<file path="src/rtl/hazard_pkg.sv">
// Shared types and constants for the hazard sequencer: state encoding,
// in-flight write entry layout and the source/entry match helper.
package hazard_pkg;

    localparam int          PIPE_DEPTH = 3;
    localparam logic [4:0]  REG_ZERO   = 5'd0;
    localparam logic [15:0] STALL_MAX  = 16'hFFFF;

    typedef enum logic [1:0] {
        ST_RUN   = 2'd0,
        ST_STALL = 2'd1,
        ST_FLUSH = 2'd2
    } state_t;

    typedef struct packed {
        logic       valid;
        logic [4:0] rd;
    } entry_t;

    // r0 is hard-wired zero, so reading it can never depend on a pending write.
    function automatic logic src_hit(input logic used, input logic [4:0] src, input entry_t e);
        return used && (src != REG_ZERO) && e.valid && (e.rd == src);
    endfunction

endpackage

</file>
<file path="src/rtl/inflight_tracker.sv">
// Shift register of pending register writes (EX, MEM, WB) and the RAW match
// against the sources of the instruction currently in ID.
module inflight_tracker
    import hazard_pkg::*;
(
    input  logic       Clk,
    input  logic       Reset,
    input  logic       issue,
    input  logic [4:0] ID_Rd,
    input  logic       ID_RegWrite,
    input  logic [4:0] IF_ID_Rs,
    input  logic [4:0] IF_ID_Rt,
    input  logic       uses_Rs,
    input  logic       uses_Rt,
    output logic       hazard
);

    entry_t entry_q [PIPE_DEPTH];
    entry_t entry_d [PIPE_DEPTH];

    always_comb begin
        entry_d[0] = '0;
        if (issue) begin
            entry_d[0].valid = ID_RegWrite && (ID_Rd != REG_ZERO);
            entry_d[0].rd    = ID_Rd;
        end
        for (int i = 1; i < PIPE_DEPTH; i++) begin
            entry_d[i] = entry_q[i-1];
        end
    end

    // No forwarding: every stage up to and including WB blocks the read.
    always_comb begin
        hazard = 1'b0;
        for (int i = 0; i < PIPE_DEPTH; i++) begin
            hazard = hazard
                   | src_hit(uses_Rs, IF_ID_Rs, entry_q[i])
                   | src_hit(uses_Rt, IF_ID_Rt, entry_q[i]);
        end
    end

    always_ff @(posedge Clk) begin
        if (Reset) begin
            for (int i = 0; i < PIPE_DEPTH; i++) begin
                entry_q[i] <= '0;
            end
        end else begin
            entry_q <= entry_d;
        end
    end

endmodule

</file>
<file path="src/rtl/hazard_sequencer.sv">
// ID-stage hazard sequencer: stalls on RAW hazards against in-flight writes,
// flushes the fetch slot after a resolved control transfer, counts stall cycles.
//
//   state    | meaning
//   ---------+------------------------------------------------------------
//   ST_RUN   | normal issue; may stall on a hazard or flush on a transfer
//   ST_STALL | ID instruction held waiting for its operands to retire
//   ST_FLUSH | slot behind a taken transfer is discarded; nothing issues
module hazard_sequencer
    import hazard_pkg::*;
(
    input  logic        Clk,
    input  logic        Reset,
    input  logic [4:0]  IF_ID_Rs,
    input  logic [4:0]  IF_ID_Rt,
    input  logic        uses_Rs,
    input  logic        uses_Rt,
    input  logic [4:0]  ID_Rd,
    input  logic        ID_RegWrite,
    input  logic        jump,
    input  logic        jumpReg,
    input  logic        branch_taken,
    output logic        PCWrite,
    output logic        IF_ID_Write,
    output logic        control,
    output logic        IF_ID_flush,
    output logic        stall_active,
    output logic [15:0] stall_cycles
);

    state_t      state_q, state_d;
    logic [15:0] stall_cycles_q, stall_cycles_d;
    logic        hazard;
    logic        issue;

    inflight_tracker u_tracker (
        .Clk         (Clk),
        .Reset       (Reset),
        .issue       (issue),
        .ID_Rd       (ID_Rd),
        .ID_RegWrite (ID_RegWrite),
        .IF_ID_Rs    (IF_ID_Rs),
        .IF_ID_Rt    (IF_ID_Rt),
        .uses_Rs     (uses_Rs),
        .uses_Rt     (uses_Rt),
        .hazard      (hazard)
    );

    always_comb begin
        PCWrite      = 1'b1;
        IF_ID_Write  = 1'b1;
        control      = 1'b1;
        IF_ID_flush  = 1'b0;
        stall_active = 1'b0;
        issue        = 1'b0;
        state_d      = state_q;
        if (Reset) begin
            state_d = ST_RUN;
        end else begin
            case (state_q)
                ST_FLUSH: state_d = ST_RUN;
                default: begin
                    // Hazard wins over a transfer so jumpReg/branches see valid operands.
                    if (hazard) begin
                        PCWrite      = 1'b0;
                        IF_ID_Write  = 1'b0;
                        control      = 1'b0;
                        stall_active = 1'b1;
                        state_d      = ST_STALL;
                    end else begin
                        issue = 1'b1;
                        if (jump || jumpReg || branch_taken) begin
                            IF_ID_Write = 1'b0;
                            IF_ID_flush = 1'b1;
                            state_d     = ST_FLUSH;
                        end else begin
                            state_d = ST_RUN;
                        end
                    end
                end
            endcase
        end
    end

    always_comb begin
        stall_cycles_d = stall_cycles_q;
        if (stall_active && (stall_cycles_q != STALL_MAX)) begin
            stall_cycles_d = stall_cycles_q + 16'd1;
        end
    end

    always_ff @(posedge Clk) begin
        if (Reset) begin
            state_q        <= ST_RUN;
            stall_cycles_q <= '0;
        end else begin
            state_q        <= state_d;
            stall_cycles_q <= stall_cycles_d;
        end
    end

    assign stall_cycles = stall_cycles_q;

endmodule

</file>
<file path="config.mk">
export PLATFORM = sky130hd
export DESIGN_NAME = hazard_sequencer
export DESIGN_NICKNAME = d
export VERILOG_FILES = /design/src/rtl/hazard_pkg.sv /design/src/rtl/inflight_tracker.sv /design/src/rtl/hazard_sequencer.sv
export SDC_FILE = /design/constraint.sdc
export NUM_CORES = 1
export LEC_CHECK = 0
export CORE_MARGIN = 1.5
export CORE_UTILIZATION = 45
export DETAILED_ROUTE_END_ITERATION = 7
export PLACE_DENSITY_LB_ADDON = 0.3
export REMOVE_ABC_BUFFERS = 1
export SYNTH_ARGS = -nofsm -noshare
export SYNTH_HDL_FRONTEND = slang
export SYNTH_HIERARCHICAL = 1
export SYNTH_SLANG_ARGS = --single-unit
</file>
<file path="constraint.sdc">
create_clock -name Clk -period 3.65 [get_ports Clk]
set_clock_uncertainty 0.05 [all_clocks]
set_input_delay 0.9125 -clock Clk [delete_from_list [all_inputs] [get_ports Clk]]
set_output_delay 0.9125 -clock Clk [all_outputs]
set_load 0.005 [all_outputs]
</file>
==> flow_summary_export.csv <==
group,metric,value,unit
synth,synth_area,1790,µm²
synth,yosysTopAreaCell,"sky130_fd_sc_hd__dfxtp_1",
synth,netlist.area_leader.share,40.2,%
timing,maxClockFrequency,276,MHz
timing,grt_setup_unrepaired,"true",
synth,synth_top_family_by_area,"simple AND/OR/NAND/NOR gates",
placed_design,numPlacedInstances,304,
synth,yosys.area_share.xor_xnor,18.6,%
finish,final_layout_size_suffix_gt1_share,25.3,%
setup_path,crit_chain,"buf_6 > or4_4 > o21ai_4 > nor4_2 > o21ai_1 > o221ai_2 > buf_4 > and2b_2 > nand2_4 > inv_2 > buf_2",
setup_path,buf_inv_stages_crit_path,4,
run_status,status,"finished clean",
setup_path,cp.arrival,2.66,ns
setup_path,cp_top_family,"simple AND/OR/NAND/NOR gates",
clocking,cts_htree_levels,2,
synth,synth_fa_ha_area_share,0.698,%
timing,slew_viol_final,0,
setup_path,worst_path_max_fanout,4,
setup_path,critPathCaptureType,"output pin",
detailed_routing,drtAntennaViolNets,0,
pwr,total_power,0.000884,W
detailed_routing,first_drt_iteration_drcs,89,
timing,report.final.setup_viol,0,
finish,finalNonFillerCells,317,
setup_path,worstPathRequired,2.69,ns
finish,antenna_cells_inserted,0,
die,io_pins,44,
detailed_routing,detail_route.wirelength,4.47,mm
synth,synthTopCellsByCount,"sky130_fd_sc_hd__dfxtp_1, sky130_fd_sc_hd__xor2_1, sky130_fd_sc_hd__xnor2_1",
setup_path,cp_slowest_stage_delay,0.54,ns
timing,max_slew_margin,42.4,%
clocking,root_buffer,"sky130_fd_sc_hd__clkbuf_8",
detailed_routing,detail_route.vias_per_cell,5.30,
synth,synth_async_sr_flop_share,0,%
global_routing,grt_pass1_vias,1679,
finish,area_overhead_of_the_layout_relative_to_synthesis,46.7,%
global_routing,grt-ovfl-total,0,
clocking,cts_tree,"built",
detailed_routing,firstDrtPassIters,4,
clocking,number_of_buffers_added_to_fix_hold_violations_after_cts,0,
setup_path,crit_path_slowest_cell,"sky130_fd_sc_hd__or4_4",
synth,synth.top_cells.by_area,"sky130_fd_sc_hd__dfxtp_1, sky130_fd_sc_hd__xor2_1, sky130_fd_sc_hd__xnor2_1",
pwr,powerDensity,336,nW/µm²
timing,totalNegativeSetupSlack,0,ns
synth,synth-compound-area-share,6.70,%
synth,synthDistinctLibCells,39,
synth,synth.yosys.warnings,6,
global_routing,grt_usage,22.4,%
synth,most_frequent_cell_after_synthesis,"sky130_fd_sc_hd__dfxtp_1",
finish,layout.filler_cells,313,
worst_hold_path,min-delay-path-class,"reg2reg",
global_routing,antenna_found_initial,0,
detailed_routing,post_drt_wl_per_cell,14.1,µm
die,die_height,66.1,µm
finish,layout.nets,292,
synth,synth.ff_latch_count,36,
flow_run,drv_cap,0,
clocking,clkSinkCount,36,
setup_path,path_class,"in2out",
detailed_routing,routed-via-count,1679,
placed_design,dp.final_hpwl,3.15,mm
synth,count_of_flip_flops_with_a_built_in_enable_after_synthesis,0,
timing,hold_viol_final,0,
timing,max_slew.worst_pin.slew,0.856,ns
die,die-area,4370,µm²
pwr,max-vdd-ir-drop,0.000243,V
die,fp.dieW,66.1,µm
synth,syn_inst,196,
global_routing,pin_count_of_the_biggest_net_entering_global_routing,23,
global_routing,grt_first_pass_wirelength,7.49,mm
die,initial_cell_density_of_the_core,47.9,%
detailed_routing,drcViolationCount,0,
clocking,buffers_from_clock_root_to_sink_at_most,2,
synth,synth_flop_cell,"sky130_fd_sc_hd__dfxtp_1",
timing,fin_crit_sh,99.4,%
synth,synth.mux.area_fraction,1.75,%
setup_path,setup.worst_path.start_class,"input port",
placed_design,routabilityCongestion,0.846,
synth,post_syn_area_per_cell,9.14,µm²
die,area_inside_the_core_boundary,3740,µm²
placed_design,portBuffers,43,
timing,finalCriticalPeriod,3.63,ns
pwr,total_leakage_power,1.01,nW
clocking,cts_inserted_buffers,5,
clocking,worstSkewPairLatency,0.29,ns
synth,yosysSeqAreaShare,40.2,%
clocking,clkSlewWorstSetupHoldPaths,0.07,ns
synth,yosys.area_share.simple,29.7,%
die,rows,22,
## cell families after synthesis
kind of cell	count (synthesis)
mux	3
flops	36
buf+inv	9
fa+ha+maj	1
simple gates	91
xor+xnor	38
compound gates	18
## worst reg2reg max path, cell delays in order, from the launching register on
cell and delay, ns:
sky130_fd_sc_hd__dfxtp_1 0.34, sky130_fd_sc_hd__xor2_1 0.15, sky130_fd_sc_hd__nor4_1 0.28, sky130_fd_sc_hd__and3_1 0.21, sky130_fd_sc_hd__a31oi_2 0.05, sky130_fd_sc_hd__o221ai_2 0.21
sky130_fd_sc_hd__buf_4 0.15, sky130_fd_sc_hd__and2b_2 0.18, sky130_fd_sc_hd__buf_4 0.11, sky130_fd_sc_hd__buf_4 0.10, sky130_fd_sc_hd__nand3_2 0.08, sky130_fd_sc_hd__or4_4 0.50
sky130_fd_sc_hd__or4_1 0.41, sky130_fd_sc_hd__a21oi_1 0.13
## stage by stage
step	setup slack, ns	util [%]	cell area, µm²	hold slack, ns
after CTS	0.00623	68.9	2580	0.424
after detailed placement	-0.685	64.6	2420	0.418
after floorplan	0.249	-	1760	0.384
final	0.0234	70.2	2630	0.422
after global placement	-0.686	64.6	2420	0.415
after global routing	-0.0508	70.2	2630	0.453
## final cells by class
cell class / instances / area [µm²] / area share (%)
Sequential cell: 36 / 721 / 27.4
Clock inverter: 1 / 30.0 / 1.14
Multi-Input combinational cell: 151 / 1100 / 42.0
Timing Repair Buffer: 70 / 602 / 22.9
Clock buffer: 7 / 96.3 / 3.66
Inverter: 4 / 15.0 / 0.571
Tap cell: 48 / 60.1 / 2.28
## layout by cell type (no fill, tap or decap), types with 2 or more instances in the layout
master and count:
sky130_fd_sc_hd__nor2_1 15, sky130_fd_sc_hd__nand4_1 3, sky130_fd_sc_hd__nand2_1 6, sky130_fd_sc_hd__o31ai_1 2
sky130_fd_sc_hd__and2_1 6, sky130_fd_sc_hd__dfxtp_1 36, sky130_fd_sc_hd__a21oi_1 5, sky130_fd_sc_hd__and3_2 2
sky130_fd_sc_hd__or3_1 2, sky130_fd_sc_hd__buf_4 23, sky130_fd_sc_hd__a211oi_1 2, sky130_fd_sc_hd__buf_2 9
sky130_fd_sc_hd__xnor2_1 18, sky130_fd_sc_hd__or4_1 2, sky130_fd_sc_hd__a31oi_1 2, sky130_fd_sc_hd__buf_6 8
sky130_fd_sc_hd__mux2i_1 2, sky130_fd_sc_hd__xor2_1 20, sky130_fd_sc_hd__nand3_2 2, sky130_fd_sc_hd__nor4_1 6
sky130_fd_sc_hd__clkbuf_8 7, sky130_fd_sc_hd__clkdlybuf4s50_1 28, sky130_fd_sc_hd__inv_1 3, sky130_fd_sc_hd__nand3_1 7
sky130_fd_sc_hd__nor2b_1 16, sky130_fd_sc_hd__o21ai_4 2, sky130_fd_sc_hd__nor4_2 4, sky130_fd_sc_hd__and3_1 2
sky130_fd_sc_hd__or4_4 3, sky130_fd_sc_hd__nor3_1 8
## metal layers
metal / up-vias / track usage (%) / part of all wire, %
met4: 0 / 10.2 / 2.3
met2: 43 / 37.4 / 50
li1: 828 / - / -
met5: - / 0 / 0
met1: 797 / 27.7 / 45
met3: 11 / 4.43 / 3.1
## state kept, by name, summed over array words and instances (netlist names)
name / flops
stall_cycles: 16
u_tracker/entry_d: 12
state_q: 2
u_tracker/entry_q: 6
## power by group
part | internal [W] | leakage (nW) | switching [W]
logic | 0.0000547 | 0.656 | 0.0000429
clock network | 0.000241 | 0.0645 | 0.000141
registers | 0.000399 | 0.291 | 0.00000553
total | 0.000695 | 1.01 | 0.000189
## worst paths after layout
path / startpoint / end / slack [ns] / cells past startpoint
worst max-delay path: IF_ID_Rt[1] / stall_active / 0.02 / 11
worst min-delay path: u_tracker/entry_d[11] / u_tracker/entry_d[5] / 0.42 / 1
worst max register to register: u_tracker/entry_d[3] / stall_cycles[15] / 0.63 / 13
worst min register to register: u_tracker/entry_d[11] / u_tracker/entry_d[5] / 0.42 / 1
## what timing repair did
item,CTS,global route
resized for setup,66,13
pin swaps,16,18
endpoints found under the setup margin,9,9
buffers inserted,4,2
(Power assumes the default switching activity.)
